[config.mk]
export PLATFORM = sky130hd
export DESIGN_NAME = entity_table
export DESIGN_NICKNAME = d
export VERILOG_FILES = /design/src/rtl/entity_pkg.sv /design/src/rtl/entity_scanner.sv /design/src/rtl/entity_table.sv
export SDC_FILE = /design/constraint.sdc
export NUM_CORES = 1
export LEC_CHECK = 0
export ABC_AREA = 1
export CAP_MARGIN = 5
export CORE_MARGIN = 10
export CORE_UTILIZATION = 33
export CTS_BUF_LIST = sky130_fd_sc_hd__clkbuf_16
export DETAILED_ROUTE_END_ITERATION = 12
export HOLD_SLACK_MARGIN = 0.03
export SKIP_CTS_REPAIR_TIMING = 1
export SYNTH_ARGS = -nofsm -noshare
export SYNTH_HDL_FRONTEND = slang
export SYNTH_SLANG_ARGS = --single-unit
[constraint.sdc]
create_clock -name CLOCK_50 -period 18.3 [get_ports CLOCK_50]
set_clock_uncertainty 0.1 [all_clocks]
set_input_delay 3.66 -clock CLOCK_50 [delete_from_list [all_inputs] [get_ports CLOCK_50]]
set_output_delay 3.66 -clock CLOCK_50 [all_outputs]
set_load 0.005 [all_outputs]
[src/rtl/entity_pkg.sv]
// entity_pkg: shared entity slot record, scanner state encoding and player reset constants.
// Rev 1.0
`default_nettype none

package entity_pkg;

    localparam int ENT_ID_W    = 4;
    localparam int ENT_COORD_W = 9;

    localparam logic [ENT_ID_W-1:0]    PLAYER_ID = '0;
    localparam logic [ENT_COORD_W-1:0] PLAYER_X  = ENT_COORD_W'(32);
    localparam logic [ENT_COORD_W-1:0] PLAYER_Y  = ENT_COORD_W'(32);

    typedef struct packed {
        logic [ENT_ID_W-1:0]    id;
        logic [ENT_COORD_W-1:0] x;
        logic [ENT_COORD_W-1:0] y;
        logic                   valid;
    } entity_t;

    typedef enum logic [1:0] {
        ST_IDLE  = 2'd0,
        ST_SCAN  = 2'd1,
        ST_DRAIN = 2'd2
    } scan_state_t;

endpackage

`default_nettype wire

[src/rtl/entity_scanner.sv]
// entity_scanner: walks the slot table once per frame and streams valid slots over a valid/ready port.
// Rev 1.0
`default_nettype none

module entity_scanner
    import entity_pkg::*;
#(
    parameter int NUM_ENTITIES = 16,
    localparam int AW = $clog2(NUM_ENTITIES)
) (
    input  logic                   clk,
    input  logic                   rst,
    input  logic                   frame_start,
    input  logic                   out_ready,
    input  entity_t                slot,
    output logic [AW-1:0]          scan_index,
    output logic                   out_valid,
    output logic [ENT_ID_W-1:0]    out_id,
    output logic [ENT_COORD_W-1:0] out_x,
    output logic [ENT_COORD_W-1:0] out_y,
    output logic [AW-1:0]          out_index,
    output logic                   scan_busy,
    output logic                   scan_done
);

    localparam logic [AW-1:0] C_LAST = AW'(NUM_ENTITIES - 1);

    scan_state_t            r_state, w_state;
    logic [AW-1:0]          r_idx, w_idx;
    logic                   r_valid, w_valid;
    logic [ENT_ID_W-1:0]    r_id, w_id;
    logic [ENT_COORD_W-1:0] r_x, w_x, r_y, w_y;
    logic [AW-1:0]          r_oidx, w_oidx;
    logic                   r_done, w_done;
    logic                   w_free;

    always_ff @(posedge clk or posedge rst) begin
        if (rst) begin
            r_state <= ST_IDLE;
            r_idx   <= '0;
            r_valid <= 1'b0;
            r_id    <= '0;
            r_x     <= '0;
            r_y     <= '0;
            r_oidx  <= '0;
            r_done  <= 1'b0;
        end else begin
            r_state <= w_state;
            r_idx   <= w_idx;
            r_valid <= w_valid;
            r_id    <= w_id;
            r_x     <= w_x;
            r_y     <= w_y;
            r_oidx  <= w_oidx;
            r_done  <= w_done;
        end
    end

    // The output register may advance when it is empty or its beat is being taken this cycle.
    assign w_free = !r_valid || out_ready;

    always_comb begin
        w_state = r_state;
        w_idx   = r_idx;
        w_valid = r_valid;
        w_id    = r_id;
        w_x     = r_x;
        w_y     = r_y;
        w_oidx  = r_oidx;
        w_done  = 1'b0;
        case (r_state)
            ST_IDLE: begin
                if (frame_start) begin
                    w_state = ST_SCAN;
                    w_idx   = '0;
                end
            end
            ST_SCAN: begin
                if (w_free) begin
                    w_valid = slot.valid;
                    if (slot.valid) begin
                        w_id   = slot.id;
                        w_x    = slot.x;
                        w_y    = slot.y;
                        w_oidx = r_idx;
                    end
                    if (r_idx == C_LAST) begin
                        w_state = ST_DRAIN;
                    end else begin
                        w_idx = r_idx + AW'(1);
                    end
                end
            end
            ST_DRAIN: begin
                if (w_free) begin
                    w_valid = 1'b0;
                    w_done  = 1'b1;
                    w_state = ST_IDLE;
                end
            end
            default: begin
                w_state = ST_IDLE;
                w_valid = 1'b0;
            end
        endcase
    end

    assign scan_index = r_idx;
    assign out_valid  = r_valid;
    assign out_id     = r_id;
    assign out_x      = r_x;
    assign out_y      = r_y;
    assign out_index  = r_oidx;
    assign scan_busy  = (r_state != ST_IDLE);
    assign scan_done  = r_done;

endmodule

`default_nettype wire

[src/rtl/entity_table.sv]
// entity_table: slot storage for on-screen entities plus a per-frame scan stream to the sprite engine.
// Optional combinational readback port when ENTITY_TABLE_READBACK_EN is defined. Rev 1.0
`default_nettype none

module entity_table
    import entity_pkg::*;
#(
    parameter int NUM_ENTITIES = 16,
    parameter int ID_W         = 4,
    parameter int COORD_W      = 9,
    localparam int AW          = $clog2(NUM_ENTITIES)
) (
    input  logic               CLOCK_50,
    input  logic               RESET_H,
    input  logic               WE,
    input  logic [AW-1:0]      WR_ADDR,
    input  logic [ID_W-1:0]    WR_ID,
    input  logic [COORD_W-1:0] WR_X,
    input  logic [COORD_W-1:0] WR_Y,
    input  logic               WR_VALID,
    input  logic               FRAME_START,
    input  logic               OUT_READY,
    output logic               OUT_VALID,
    output logic [ID_W-1:0]    OUT_ID,
    output logic [COORD_W-1:0] OUT_X,
    output logic [COORD_W-1:0] OUT_Y,
    output logic [AW-1:0]      OUT_INDEX,
    output logic               SCAN_BUSY,
    output logic               SCAN_DONE
`ifdef ENTITY_TABLE_READBACK_EN
    ,
    input  logic [AW-1:0]      RD_ADDR,
    output logic [ID_W-1:0]    RD_ID,
    output logic [COORD_W-1:0] RD_X,
    output logic [COORD_W-1:0] RD_Y,
    output logic               RD_VALID
`endif
);

    // Slot records are packed with the package field widths, so the port widths must agree.
    generate
        if (ID_W != ENT_ID_W || COORD_W != ENT_COORD_W) begin : g_width_check
            $error("entity_table: ID_W/COORD_W must match entity_pkg field widths");
        end
    endgenerate

    localparam entity_t C_PLAYER = {PLAYER_ID, PLAYER_X, PLAYER_Y, 1'b1};

    entity_t       r_slots [NUM_ENTITIES];
    entity_t       w_wr;
    entity_t       w_slot;
    logic [AW-1:0] w_scan_index;

    assign w_wr = {WR_ID, WR_X, WR_Y, WR_VALID};

    always_ff @(posedge CLOCK_50 or posedge RESET_H) begin
        if (RESET_H) begin
            for (int i = 0; i < NUM_ENTITIES; i++) begin
                r_slots[i] <= '0;
            end
            r_slots[0] <= C_PLAYER;
        end else if (WE) begin
            r_slots[WR_ADDR] <= w_wr;
        end
    end

    // Read is from the flops, so a same-edge write to the scanned slot is seen next frame.
    assign w_slot = r_slots[w_scan_index];

    entity_scanner #(
        .NUM_ENTITIES (NUM_ENTITIES)
    ) u_scanner (
        .clk         (CLOCK_50),
        .rst         (RESET_H),
        .frame_start (FRAME_START),
        .out_ready   (OUT_READY),
        .slot        (w_slot),
        .scan_index  (w_scan_index),
        .out_valid   (OUT_VALID),
        .out_id      (OUT_ID),
        .out_x       (OUT_X),
        .out_y       (OUT_Y),
        .out_index   (OUT_INDEX),
        .scan_busy   (SCAN_BUSY),
        .scan_done   (SCAN_DONE)
    );

`ifdef ENTITY_TABLE_READBACK_EN
    assign RD_ID    = r_slots[RD_ADDR].id;
    assign RD_X     = r_slots[RD_ADDR].x;
    assign RD_Y     = r_slots[RD_ADDR].y;
    assign RD_VALID = r_slots[RD_ADDR].valid;
`endif

endmodule

`default_nettype wire

==> reports/metrics.yaml, run 1 <==
die_w_um: 264
ant_nets: 0
grt_max_degree: 174
place.gp.congestion: 0.746
cp-end-kind: "asynchronous set/reset pin"
core_area_um2: 58900
overflow: 0
cts_buffers: 43
period_minus_slack_ns: 5.85
post_dp_cell_area_um2: 20500
viasPerCell: 4.65
syn-instance-count: 2607
switching_power_w: 0.00127
wl_met2_um: 25800
ys_warn_count: 0
vias: 15700
synth_edf_count: 0
p_total_w: 0.00327
ios: 61
cp-start-kind: "primary input"
syn_area_um2: 19600
rows: 89
yosysTopAreaCellShare: 0.509
worstPathArrival_ns: 6.32
synth-seq-cells: 402
worstReg2RegStart: "u_scanner.scan_index[0]"
synthTopCellsByCount: "nand2_1 (979), dfrtp_1 (399), inv_1 (380), o21ai_0 (327), nand3_1 (259)"
status: "completed"
ff2ff_path_depth: 11
synth_top_area_cell: "dfrtp_1"
synthArstFlopShare: 1.00
whs_path_depth: 2
cpPeakStageDelay_ns: 0.80
clock_latency_ns: 0.57
drv_slew: 0
finalSetupViolCount: 0
root_buffer: "clkbuf_16"
fin_nets: 2597
hold_start: "u_scanner.out_y[5]"
worstMarginPinSlew_ns: 1.13
worstSetupStartpoint: "RESET_H"
highest_layer: "met4"
start_util: 0.333
grt_pass1_wl_um: 86100
antenna_found_initial: 0
met3_length_um: 2180
intPower_w: 0.00200
route.detailed.wl_per_inst_um: 15.7
crit_buf_inv: 4
vdd_drop_max_mv: 0.100
grt_pass1_vias: 15100
drt_wl_total_um: 53000
critPathTopFamily: "buffers and inverters"
die_height_um: 264
synth.most_common_cell: "nand2_1"
synthTopCellsByArea: "dfrtp_1 (51%), nand2_1 (19%), o21ai_0 (8.3%)"
avgSynthCellArea_um2: 7.52
dieArea_um2: 69600
cp_cell_sequence: "clkdlybuf4s50_1, inv_8, buf_4, buf_4"
max_cap_viol_count: 0
power_frac_seq: 0.374
ys_dominant_reg_cell: "dfrtp_1"
p_leak_nw: 11.3
comb_power_share: 0.355
drt_iter0_drc: 1389
p_per_area_nw_per_um2: 149
htreeDepth: 2
tns_ns: 0
clk_pin_slew_ns: 0.06
cts.sinks: 402
final_layout_size_suffix_gt1_frac: 0.0581
fin_area_um2: 22000
yosys.cell_types.count: 29
crit_required_ns: 18.77
drc_errors: 0
swShare: 0.389
yosysSeqAreaShare: 0.513
cp.depth: 4
cts_tree: "done"
finalHoldViolCount: 0
reg2reg_to: "u_scanner.out_x[2]"
port_buffers: 60
track_usage: 0.153
syn-num-nets: 2640
dp_hpwl_um: 29300
hp-class: "register to register"
crit_path_frequent_cell: "buf_4"
rsz0062_at_grt: "false"
cp_max_fo: 103
dr.pass1.iters: 5
num_antenna_cells: 0
clockBufferDepth: 3
clock.fmax_ghz: 0.171
period_share: 0.320
slew_headroom: 0.245
cp_slowest_cell: "buf_4"
clockPowerShare: 0.270
wl_met1_um: 24000
reg2reg_setup_slack_ns: 14.41
critical_path_class: "primary input to asynchronous set/reset pin"
syn_to_final_growth_pct: 12.0
hold_end: "u_scanner.out_y[5]"
registers in the layout, summed over array words and instances, names as in the netlist:
register,flops
u_scanner.out_index,4
u_scanner.out_x,9
u_scanner.scan_done,1
u_scanner.out_id,4
u_scanner.out_y,9
r_slots,368
u_scanner.scan_index,4
u_scanner.out_valid,1
u_scanner.r_state,2
per-layer routing:
| layer | global-route usage | up-vias |
|---|---|---|
| li1 | - | 7917 |
| met1 | 0.194 | 7402 |
| met2 | 0.267 | 291 |
| met3 | 0.0220 | 53 |
| met4 | 0.0385 | 0 |
| met5 | 0 | - |
how the worst max path moves through the flow:
stage                   endpoint  slack, ns
floorplan             r_slots[0]       3.36
global placement    r_slots[338]      11.70
detailed placement  r_slots[338]      11.71
CTS                 r_slots[270]      12.29
global route          r_slots[8]      12.05
finish               r_slots[44]      12.45
kinds of logic (layout without fill, tap and decap cells):
family | Yosys count | count (layout) | share of synthesized area
AND/OR/NAND/NOR | 1273 | 1273 | 0.267
buffers and inverters | 554 | 544 | 0.115
flip-flops | 402 | 402 | 0.513
AO/OA/AOI/OAI | 375 | 375 | 0.102
XOR/XNOR | 2 | 2 | 0.000894
adder cells (fa/ha/maj) | 1 | 1 | 0.000638
metrics by stage:
step | hold slack (ns) | cells | setup slack, ns | utilization
2_1_floorplan | 0.353 | 2607 | 3.36 | -
3_3_place_gp | 0.360 | 3292 | 11.70 | 0.349
3_5_place_dp | 0.362 | 3292 | 11.71 | 0.349
4_1_cts | 0.378 | 3370 | 12.29 | 0.373
5_1_grt | 0.395 | 3370 | 12.05 | 0.373
6_report | 0.372 | 3370 | 12.45 | 0.373
power by group through the flow:
| stage | sequential [W] | combinational (W) | clock [W] |
|---|---|---|---|
| finish | 0.00122 | 0.00116 | 0.000884 |
| global route | 0.00125 | 0.00133 | 0.000936 |
| CTS | 0.00122 | 0.00118 | 0.000900 |
| detailed placement | 0.00124 | 0.00117 | 0 |
| global placement | 0.00123 | 0.00116 | 0 |
| floorplan | 0.00119 | 0.000853 | 0 |
worst min-delay path, stage by stage (launching register included):
cell and delay [ns]:
dfrtp_1 0.34, nand2_1 0.05, nand2_1 0.05
final cells by class:
cell class / count / area [µm²]
tap: 773 / 967
sequential: 402 / 10100
fill: 6198 / 36900
clock inverter: 34 / 313
multi-input combinational: 1651 / 7290
clock buffer: 44 / 1100
inverter: 387 / 1470
timing repair buffer: 79 / 756
cell usage in the layout, fill, tap and decap left out, types with 8 or more instances in the layout:
cell type / instances
buf_4: 18
clkbuf_16: 44
clkdlybuf4s50_1: 60
clkinv_1: 10
clkinv_2: 9
dfrtp_1: 397
inv_1: 386
nand2_1: 979
nand2_2: 8
nand3_1: 259
nor2_1: 9
o21ai_0: 327
o21ai_1: 12
o21ai_2: 34
No activity file was read; power rests on OpenSTA's default activity.
==> run 2, diff against run 1 <==
==> constraint.sdc (replaced) <==
create_clock -name CLOCK_50 -period 4.7 [get_ports CLOCK_50]
set_clock_uncertainty 0.1 [all_clocks]
set_input_delay 0.94 -clock CLOCK_50 [delete_from_list [all_inputs] [get_ports CLOCK_50]]
set_output_delay 0.94 -clock CLOCK_50 [all_outputs]
set_load 0.005 [all_outputs]
==> reports/metrics.yaml, run 2 (synthesis results as in run 1) <==
status: "completed"  # unchanged
ant_nets: 0  # unchanged
grt_pass1_wl_um: 86600  # was 86,100 µm
ff2ff_path_depth: 10  # was 11
top_register: "r_slots"  # unchanged
overflow: 0  # unchanged
drt_iter0_drc: 1422  # was 1,389
drt_wl_total_um: 52800  # was 53,000 µm
rsz0062_at_grt: "false"  # unchanged
switching_power_w: 0.00496  # was 0.00127 W
tns_ns: 0  # unchanged
p_leak_nw: 11.3  # about the same
whs_path_depth: 2  # unchanged
swShare: 0.395  # was 0.389
place.gp.congestion: 0.769  # was 0.746
cts_buffers: 43  # unchanged
max_cap_viol_count: 0  # unchanged
grt_max_degree: 114  # was 174
clock_latency_ns: 0.57  # about the same
clk_pin_slew_ns: 0.06  # about the same
dp_hpwl_um: 31200  # was 29,300 µm
period_minus_slack_ns: 2.97
vdd_drop_max_mv: 0.341  # was 0.100 mV
clockPowerShare: 0.255  # was 0.270
htreeDepth: 2  # unchanged
clockBufferDepth: 3  # unchanged
final_layout_size_suffix_gt1_frac: 0.0595  # was 0.0581
dr.pass1.iters: 5  # unchanged
finalSetupViolCount: 0  # unchanged
start_util: 0.333  # unchanged
die_height_um: 264  # unchanged
p_per_area_nw_per_um2: 571  # was 149 nW/µm²
whs_ns: 0.371  # was 0.372 ns
dieArea_um2: 69600  # unchanged
vias: 15800  # was 15.7k
track_usage: 0.153  # about the same
cts.sinks: 402  # unchanged
finalHoldViolCount: 0  # unchanged
grt_pass1_vias: 15300  # was 15.1k
ios: 61  # unchanged
intPower_w: 0.00761  # was 0.00200 W
worstPathArrival_ns: 3.33  # was 6.32 ns
utilization: 0.374  # was 0.373
port_buffers: 60  # unchanged
rows: 89  # unchanged
final_cell_mix: "nand2_1 (979), dfrtp_1 (397), inv_1 (394)"  # was nand2_1 (979), dfrtp_1 (397), inv_1 (386)
critical_path_class: "register to register"  # was primary input to asynchronous set/reset pin
fin_area_um2: 22000  # about the same
core_area_um2: 58900  # unchanged
worstMarginPinSlew_ns: 1.11  # was 1.13 ns
drc_errors: 0  # unchanged
slew_headroom: 0.257  # was 0.245
antenna_found_initial: 0  # unchanged
power_frac_seq: 0.374  # about the same
fin_nets: 2606  # was 2,597
cts_tree: "done"  # unchanged
root_buffer: "clkbuf_16"  # unchanged
cp-end-kind: "register"  # was asynchronous set/reset pin
final_common_cell: "nand2_1"  # unchanged
hp-class: "register to register"  # unchanged
viasPerCell: 4.67  # was 4.65
syn_to_final_growth_pct: 12.3  # was 12.0%
route.detailed.wl_per_inst_um: 15.6  # was 15.7 µm
largest_reg_flops: 368  # unchanged
period_share: 0.633
comb_power_share: 0.371  # was 0.355
cp_max_fo: 101  # was 103
drv_slew: 0  # unchanged
post_dp_cell_area_um2: 20700  # was 20,500 µm²
die_w_um: 264  # unchanged
num_antenna_cells: 0  # unchanged
clock.fmax_ghz: 0.336
crit_required_ns: 5.05  # was 18.77 ns
cp-start-kind: "register"  # was primary input
-- run 2: changes by cell type in the layout (fill, tap and decap cells not counted), sizes merged --
cell	before	now
inv	395	401
bufinv	6	2
buf	19	28
clkbuf	44	45
clkinv	20	15
clkinvlp	0	2
-- run 2: layer usage --
| layer | share of wire | GRT usage | wire length [µm] |
|---|---|---|---|
| met1 | 0.47 | 0.205 | 24900 |
| met2 | 0.46 | 0.252 | 24300 |
| met3 | 0.040 | 0.0208 | 2130 |
| met4 | 0.028 | 0.0505 | 1480 |
| met5 | 0 | 0 | 0 |
-- run 2: power by group through the flow --
stage / Combinational (W) / Sequential [W] / Clock [W]
floorplan: 0.00332 / 0.00463 / 0
global placement: 0.00465 / 0.00474 / 0
detailed placement: 0.00470 / 0.00475 / 0
CTS: 0.00472 / 0.00470 / 0.00330
global route: 0.00532 / 0.00481 / 0.00344
finish: 0.00466 / 0.00470 / 0.00321
-- run 2: layout make-up --
| class | count | area (µm²) |
|---|---|---|
| Timing Repair Buffer | 88 | 923 |
| Fill cell | 6196 | 36900 |
| Multi-Input combinational cell | 1651 | 7290 |
| Clock buffer | 45 | 1130 |
| Inverter | 387 | 1460 |
| Tap cell | 773 | 967 |
| Clock inverter | 33 | 189 |
| Sequential cell | 402 | 10100 |
-- run 2: worst paths after layout --
| check | from | to | slack [ns] |
|---|---|---|---|
| hold / removal | u_scanner.out_id[1] | u_scanner.out_id[1] | 0.37 |
| setup / recovery | u_scanner.scan_index[0] | u_scanner.out_y[4] | 1.73 |
| hold reg to reg | u_scanner.out_id[1] | u_scanner.out_id[1] | 0.37 |
| min in group asynchronous | RESET_H | r_slots[322] | 0.81 |
| setup reg to reg | u_scanner.scan_index[0] | u_scanner.out_y[4] | 1.73 |
| max in group asynchronous | RESET_H | r_slots[351] | 2.61 |
-- run 2: through the flow --
step | std cells | total power, W | setup slack [ns]
6_report | 3379 | 0.0126 | 1.73
5_1_grt | 3379 | 0.0136 | 1.42
4_1_cts | 3379 | 0.0127 | 1.69
3_5_place_dp | 3301 | 0.00945 | 1.37
3_3_place_gp | 3301 | 0.00939 | 1.41
2_1_floorplan | 2607 | 0.00795 | -1.75
-- run 2: worst max-delay path, cell delays in order (launching register included) --
cell and delay (ns):
dfrtp_4 0.65, inv_6 0.71, nand2_1 0.10, nand2_1 0.10, nand2_1 0.05, nand3_1 0.10, nand3_1 0.20, nand2_4 0.34
nand2_4 0.25, nand2_1 0.12, nand2_1 0.06
